$ cat src/rtl/result_bcd_converter_if.sv
// Handshake and data bundle between the arithmetic unit and the BCD converter.
interface result_bcd_converter_if #(
    parameter int WIDTH  = 14,
    parameter int DIGITS = 5
);
    logic                  start;
    logic [WIDTH-1:0]      bin_in;
    logic                  signed_mode;
    logic                  busy;
    logic                  valid;
    logic [4*DIGITS-1:0]   bcd_out;
    logic                  neg;
    logic                  ovf;

    modport master (
        output start, bin_in, signed_mode,
        input  busy, valid, bcd_out, neg, ovf
    );

    modport slave (
        input  start, bin_in, signed_mode,
        output busy, valid, bcd_out, neg, ovf
    );
endinterface

$ cat src/rtl/result_bcd_converter.sv
// Sequential double-dabble converter: binary (optionally two's complement)
// result to packed BCD, one bit per cycle, with sign and 4-digit overflow flag.
//
// state | meaning
// IDLE  | waiting for start; outputs hold the last result
// CONV  | WIDTH add-3/shift iterations over the captured magnitude
// DONE  | one-cycle valid pulse, then back to IDLE
module result_bcd_converter #(
    parameter int WIDTH  = 14,
    parameter int DIGITS = 5
) (
    input  logic                         clk,
    input  logic                         rst_n,
    result_bcd_converter_if.slave        bus
);
    localparam int CNT_W = $clog2(WIDTH + 1);
    localparam int BCD_W = 4 * DIGITS;

    typedef enum logic [1:0] {IDLE, CONV, DONE} state_t;

    state_t              state_q;
    logic [CNT_W-1:0]    cnt_q;
    logic [WIDTH-1:0]    mag_q,     mag_d;
    logic [BCD_W-1:0]    scratch_q, scratch_d;
    logic                neg_pend_q;
    logic                busy_q, valid_q, neg_q, ovf_q;
    logic [BCD_W-1:0]    bcd_q;
    logic [BCD_W-1:0]    adj;
    logic                ovf_d;

    // One double-dabble step: correct digits >= 5, then shift in the next magnitude bit.
    always_comb begin
        adj = scratch_q;
        for (int i = 0; i < DIGITS; i++) begin
            if (scratch_q[4*i +: 4] >= 4'd5)
                adj[4*i +: 4] = scratch_q[4*i +: 4] + 4'd3;
        end
        scratch_d = {adj[BCD_W-2:0], mag_q[WIDTH-1]};
        mag_d     = {mag_q[WIDTH-2:0], 1'b0};
    end

    // Overflow means any digit above the thousands place is non-zero.
    always_comb begin
        ovf_d = 1'b0;
        for (int i = 4; i < DIGITS; i++) begin
            if (scratch_d[4*i +: 4] != 4'd0)
                ovf_d = 1'b1;
        end
    end

    // Control FSM with registered outputs; the negated value of the most
    // negative input still fits WIDTH bits as an unsigned magnitude.
    always_ff @(posedge clk or negedge rst_n) begin
        if (!rst_n) begin
            state_q    <= IDLE;
            cnt_q      <= '0;
            mag_q      <= '0;
            scratch_q  <= '0;
            neg_pend_q <= 1'b0;
            busy_q     <= 1'b0;
            valid_q    <= 1'b0;
            bcd_q      <= '0;
            neg_q      <= 1'b0;
            ovf_q      <= 1'b0;
        end else begin
            case (state_q)
                IDLE: begin
                    valid_q <= 1'b0;
                    if (bus.start) begin
                        if (bus.signed_mode && bus.bin_in[WIDTH-1]) begin
                            mag_q      <= -bus.bin_in;
                            neg_pend_q <= 1'b1;
                        end else begin
                            mag_q      <= bus.bin_in;
                            neg_pend_q <= 1'b0;
                        end
                        scratch_q <= '0;
                        cnt_q     <= '0;
                        busy_q    <= 1'b1;
                        state_q   <= CONV;
                    end
                end
                CONV: begin
                    scratch_q <= scratch_d;
                    mag_q     <= mag_d;
                    cnt_q     <= cnt_q + 1'b1;
                    if (cnt_q == CNT_W'(WIDTH - 1)) begin
                        bcd_q   <= scratch_d;
                        neg_q   <= neg_pend_q;
                        ovf_q   <= ovf_d;
                        valid_q <= 1'b1;
                        state_q <= DONE;
                    end
                end
                DONE: begin
                    valid_q <= 1'b0;
                    busy_q  <= 1'b0;
                    state_q <= IDLE;
                end
                default: begin
                    valid_q <= 1'b0;
                    busy_q  <= 1'b0;
                    state_q <= IDLE;
                end
            endcase
        end
    end

    assign bus.busy    = busy_q;
    assign bus.valid   = valid_q;
    assign bus.bcd_out = bcd_q;
    assign bus.neg     = neg_q;
    assign bus.ovf     = ovf_q;
endmodule

$ cat src/flat_wrapper.sv
// flat-port wrapper written by rule: the top's interface ports become plain ports
module result_bcd_converter_flat 
#(
    parameter int WIDTH  = 14,
    parameter int DIGITS = 5
)
  (clk, rst_n, bus_start, bus_bin_in, bus_signed_mode, bus_busy, bus_valid, bus_bcd_out, bus_neg, bus_ovf);
  result_bcd_converter_if #(.WIDTH(WIDTH), .DIGITS(DIGITS)) bus_i ();
  input  logic clk;
  input  logic rst_n;
  input wire logic [$bits(bus_i.start)-1:0] bus_start;
  input wire logic [$bits(bus_i.bin_in)-1:0] bus_bin_in;
  input wire logic [$bits(bus_i.signed_mode)-1:0] bus_signed_mode;
  output wire logic [$bits(bus_i.busy)-1:0] bus_busy;
  output wire logic [$bits(bus_i.valid)-1:0] bus_valid;
  output wire logic [$bits(bus_i.bcd_out)-1:0] bus_bcd_out;
  output wire logic [$bits(bus_i.neg)-1:0] bus_neg;
  output wire logic [$bits(bus_i.ovf)-1:0] bus_ovf;
  assign bus_i.start = bus_start;
  assign bus_i.bin_in = bus_bin_in;
  assign bus_i.signed_mode = bus_signed_mode;
  assign bus_busy = bus_i.busy;
  assign bus_valid = bus_i.valid;
  assign bus_bcd_out = bus_i.bcd_out;
  assign bus_neg = bus_i.neg;
  assign bus_ovf = bus_i.ovf;
  result_bcd_converter #(.WIDTH(WIDTH), .DIGITS(DIGITS)) u_core (.clk(clk), .rst_n(rst_n), .bus(bus_i));
endmodule
$ cat config.mk
export PLATFORM = sky130hd
export DESIGN_NAME = result_bcd_converter_flat
export DESIGN_NICKNAME = d
export VERILOG_FILES = /design/src/rtl/result_bcd_converter_if.sv /design/src/rtl/result_bcd_converter.sv /design/src/flat_wrapper.sv
export SDC_FILE = /design/constraint.sdc
export NUM_CORES = 1
export LEC_CHECK = 0
export CAP_MARGIN = 20
export CORE_AREA = 5 5 109 111
export DETAILED_ROUTE_END_ITERATION = 10
export DIE_AREA = 0 0 114 116
export PLACE_DENSITY_LB_ADDON = 0.12
export SKIP_LAST_GASP = 1
export SYNTH_ARGS = -nofsm -noshare
export SYNTH_HDL_FRONTEND = slang
export SYNTH_SLANG_ARGS = --single-unit
export TNS_END_PERCENT = 10
$ cat constraint.sdc
create_clock -name clk -period 4.2 [get_ports clk]
set_clock_uncertainty 0.05 [all_clocks]
set_input_delay 0.84 -clock clk [delete_from_list [all_inputs] [get_ports clk]]
set_output_delay 0.84 -clock clk [all_outputs]
set_load 0.1 [all_outputs]
# [Yosys cells after proc, flatten, opt, wreduce, memory -nomap -nowiden]
# Index checks and enable logic that the tools add are counted.
[word_totals] output_inout_bits=24 regBits=65 in_bits=18 word_cells=57
[op_classes] n_eq_ne=4 magnitude_cmp=5 addsub=7 reduce_logical=9 bitwise=1 muxes=21
[ops] op="one-hot mux 20 bit (2 select lines)" count=1
[ops] op="2-to-1 mux 14 bit" count=2
[ops] op="one-hot mux 14 bit (2 select lines)" count=1
[ops] op="greater-or-equal comparator 4 x 3 -> 1 bit, second input constant" count=5
[ops] op="2-to-1 mux 20 bit" count=1
[ops] op="2-to-1 mux 4 bit" count=5
[ops] op="adder 4 x 2 -> 4 bit, second input constant" count=4
[ops] op="negation 14 bit" count=1
[ops] op="AND reduction 2 bit" count=5
[ops] op="one-hot mux 4 bit (2 select lines)" count=1
[ops] op="2-to-1 mux 1 bit" count=5
[ops] op="adder 4 x 1 -> 4 bit, second input constant" count=1
[ops] op="== test 4 bit, second input constant" count=1
[ops] op="2-to-1 mux 2 bit" count=2
[ops] op="one-hot mux 2 bit (2 select lines)" count=1
[ops] op="nonzero test 4 bit" count=1
[ops] op="adder 3 x 2 -> 3 bit, second input constant" count=1
[ops] op="2-to-1 mux 3 bit" count=1
[ops] op="== test 2 x 1 -> 1 bit, second input constant" count=1
[ops] op="logical NOT 2 bit" count=1
[ops] op="!= test 2 x 1 -> 1 bit, second input constant" count=1
[ops] op="!= test 2 bit, second input constant" count=1
[ops] op="one-hot mux 1 bit (2 select lines)" count=1
[ops] op="nonzero test 2 bit" count=1
[ops] op="other kinds (2)" count=2

# [Longest topological paths before layout]
[logic_depth] word_depth=4 ltp_mapped=8 depth_no_buf=7

# [Worst setup path after synthesis]
# OpenSTA, ideal clock, no wires.
[synth_path] path_type="in2reg" start="input bus_bin_in[0]" end="register u_core.mag_q[12]" required_ns=4.020 setup_time_ns=0.130 cell_stages=6 arrival_time_ns=1.756 setup_slack_ns=2.263 path_cell_list="inv_1 > ha_1 > nor3b_1 > a31oi_1 > xnor2_1 > o21ai_0"
[synth_between] elab_chain_len=4
[synth_rtl] item="start: declaration" line="flat_wrapper.sv:12" rtl="input wire logic [$bits(bus_i.bin_in)-1:0] bus_bin_in;"
[synth_rtl] item="negation 14 bit" line="result_bcd_converter.sv:71" rtl="mag_q <= -bus.bin_in;"
[synth_rtl] item="2-to-1 mux 14 bit" line="result_bcd_converter.sv:70" rtl="if (bus.signed_mode && bus.bin_in[WIDTH-1]) begin"
[synth_rtl] item="2-to-1 mux 14 bit" line="result_bcd_converter.sv:69" rtl="if (bus.start) begin"
[synth_rtl] item="one-hot mux 14 bit (2 select lines)" line="result_bcd_converter.sv:66" rtl="case (state_q)"
[synth_rtl] item="end signal: assignment" line="result_bcd_converter.sv:71"
[synth_rtl] item="end signal: assignment" line="result_bcd_converter.sv:74" rtl="mag_q <= bus.bin_in;"
[synth_rtl] item="end signal: assignment" line="result_bcd_converter.sv:85" rtl="mag_q <= mag_d;"
[synth_rtl] item="end: declaration" line="result_bcd_converter.sv:23" rtl="logic [WIDTH-1:0] mag_q, mag_d;"
# No other way between the ends. The select of a mux whose other input is x is not followed.
# A chain may end at the register's enable or synchronous reset.

# [Worst setup path in the final report]
[layout_path] start="register u_core.bcd_q[0] (netlist: u_core.bus.bcd_out[0])" end="output bus_bcd_out[0]"
[layout_rtl] item="start: declaration" line="result_bcd_converter.sv:27" rtl="logic [BCD_W-1:0] bcd_q;"
[layout_rtl] item="start signal: assignment" line="result_bcd_converter.sv:88" rtl="bcd_q <= scratch_d;"
[layout_rtl] item="end: declaration" line="flat_wrapper.sv:16" rtl="output wire logic [$bits(bus_i.bcd_out)-1:0] bus_bcd_out;"
# No word-level cell between the ends.

==> flow_summary.toml <==
[critical_path]
path_buf_inv = 1
end_kind = "output pin"
crit_chain = "clkdlybuf4s50_1"
cp_slowest_stage_delay_ps = 1150
critPathKind = "reg2out"
cp_top_family = "buffers and inverters"
critPathSlowestCell = "clkdlybuf4s50_1"
arrival_ps = 1860
start_kind = "register"
cp.required_ps = 3310
worstPathMaxFanout = 2

[synth]
synthArstFlopShare_pct = 100
synth_ff_type = "dfrtp_1"
synth_edf_count = 0
synthCells = 339
syn-num-nets = 370
seq_area_frac_synth_pct = 49.6
netlist_area_um2 = 3280
syn_avg_cell_area_um2 = 9.67
ys_ff_latch = 65
ys_warn_count = 0
synth.distinct_cells = 36

[finish]
final_cell_mix = "65 x dfrtp_1, 53 x o21ai_0, 40 x clkdlybuf4s50_1"
final_net_count = 412
area_delta_synth_final_pct = 22.9
layout_commonest_cell = "dfrtp_1"
drive_above_1_share_pct = 9.84
n_antenna_cell = 0

[route]
ant_nets = 0
dr.first_iter.drc_count = 99
wirelength_um = 7080
drc = 0
drt_pass1_iterations = 4
drt-vias-per-instance = 4.80
wl_per_cell_um = 13.5
vias = 2523

[cts]
numCtsBuffers = 9
cts_tree = "built"
clk_pin_slew_ps = 70
ctsRootBufferMaster = "clkbuf_8"
clock_path_buffers = 2
post_cts_buffers = 0
clk_latency_ps = 340
cts_resized = 0
ctsHtreeMaxLevel = 3
cts_sinks = 65
holdBufCountCts = 0

[timing]
layout_min_cycle_time_ps = 2760
relSlewSlack_pct = 34.8
final-setup-viol-count = 0
fin_tns_setup_ps = 0
rsz0062_at_grt = "false"
worst_pin_slew_ps = 975
fmax_mhz = 363
slew_viol_final = 0
finalHoldViolCount = 0
period_share_pct = 65.6

[global_route]
grt_remaining_overflow = 0
antenna_found_initial = 0
grt_max_degree = 46
grt_pass1_vias = 2574
grt_usage_pct = 12.0
grt_pass1_wl_um = 12600

[floorplan]
core-area_um2 = 10700
die_h_um = 116
pin_count = 42
chipWidth_um = 114
initial_core_util_pct = 30.7
dieArea_um2 = 13200
rows = 38

[placement]
io_buffers = 41
dpl.hpwl_um = 4900
place_congestion = 0.746

[run_status]
status = "complete, no violations"

[hold_path]
min_path_type = "in2async"

[run]
drv_cap = 0
-- through the flow --
step | hold WS [ps] | setup WS, ps | utilization [%] | instances | area [um2]
after floorplan | 388 | 2260 | - | 339 | 3280
after global placement | 412 | 1330 | 35.5 | 509 | 3800
after detailed placement | 420 | 1300 | 35.5 | 509 | 3800
after CTS | 436 | 1410 | 37.4 | 525 | 4000
after global routing | 455 | 1370 | 37.7 | 526 | 4030
final | 427 | 1450 | 37.7 | 526 | 4030
-- synthesized netlist by cell type, drive strengths merged, types with 5 or more instances --
cell type	instances	area share (%)
ha	13	5.0
or3b	5	1.3
buf	12	2.7
nand2b	6	1.1
dfrtp	65	50
a31oi	10	1.9
inv	18	2.1
a22oi	11	2.5
nor3	7	1.1
xnor2	16	4.3
clkbuf	5	0.57
nand3	20	3.1
o21ai	63	9.6
a21oi	16	2.6
nor3b	6	1.4
nor2	13	1.5
nand2	35	4.1
mux2	5	1.7
-- area by class of cell --
| cell class | count | area [um2] |
|---|---|---|
| Clock buffer | 14 | 173 |
| Multi-Input combinational cell | 239 | 1480 |
| Sequential cell | 65 | 1630 |
| Inverter | 18 | 67.6 |
| Tap cell | 140 | 175 |
| Timing Repair Buffer | 48 | 478 |
| Clock inverter | 2 | 35.0 |
| Fill cell | 1149 | 6670 |
-- registers in the layout (all words and copies together), names as in the netlist, 2 cells and up --
signal / flops
u_core.state_q: 2
u_core.cnt_q: 4
u_core.bus.bcd_out: 20
u_core.mag_q: 14
u_core.scratch_q: 20
-- kinds of logic (layout without fill, tap and decap cells) --
| group | count (synthesis) | in the layout | synth area share, % |
|---|---|---|---|
| compound gates | 102 | 102 | 17.1 |
| simple gates | 102 | 102 | 16.7 |
| flops | 65 | 65 | 49.6 |
| buf+inv | 35 | 82 | 5.38 |
| xor+xnor | 16 | 16 | 4.27 |
| fa+ha+maj | 13 | 13 | 4.96 |
| mux | 6 | 6 | 2.02 |
-- final timing paths --
check | from | cells after the start | slack, ps | to
max in group asynchronous | rst_n | 2 | 2960 | u_core.scratch_q[4]
min | rst_n | 1 | 430 | u_core.bus.bcd_out[11]
min reg2reg | u_core.bus.bcd_out[16] | 2 | 430 | u_core.bus.bcd_out[16]
min in group clk | u_core.bus.bcd_out[16] | 2 | 430 | u_core.bus.bcd_out[16]
max | u_core.bus.bcd_out[0] | 1 | 1450 | bus_bcd_out[0]
max reg2reg | u_core.state_q[1] | 4 | 2310 | u_core.mag_q[10]
-- layer usage --
metal | up-vias | share of wire (%) | GRT usage, %
met5 | - | 0 | 0
met4 | 0 | 2.6 | 6.25
met3 | 13 | 3.6 | 2.51
met2 | 50 | 45 | 19.1
met1 | 1185 | 48 | 15.4
li1 | 1275 | - | -
Power is left out: the tool's default activity adds up to more than one toggle a clock period on the data nets, which glitch-free logic cannot reach.
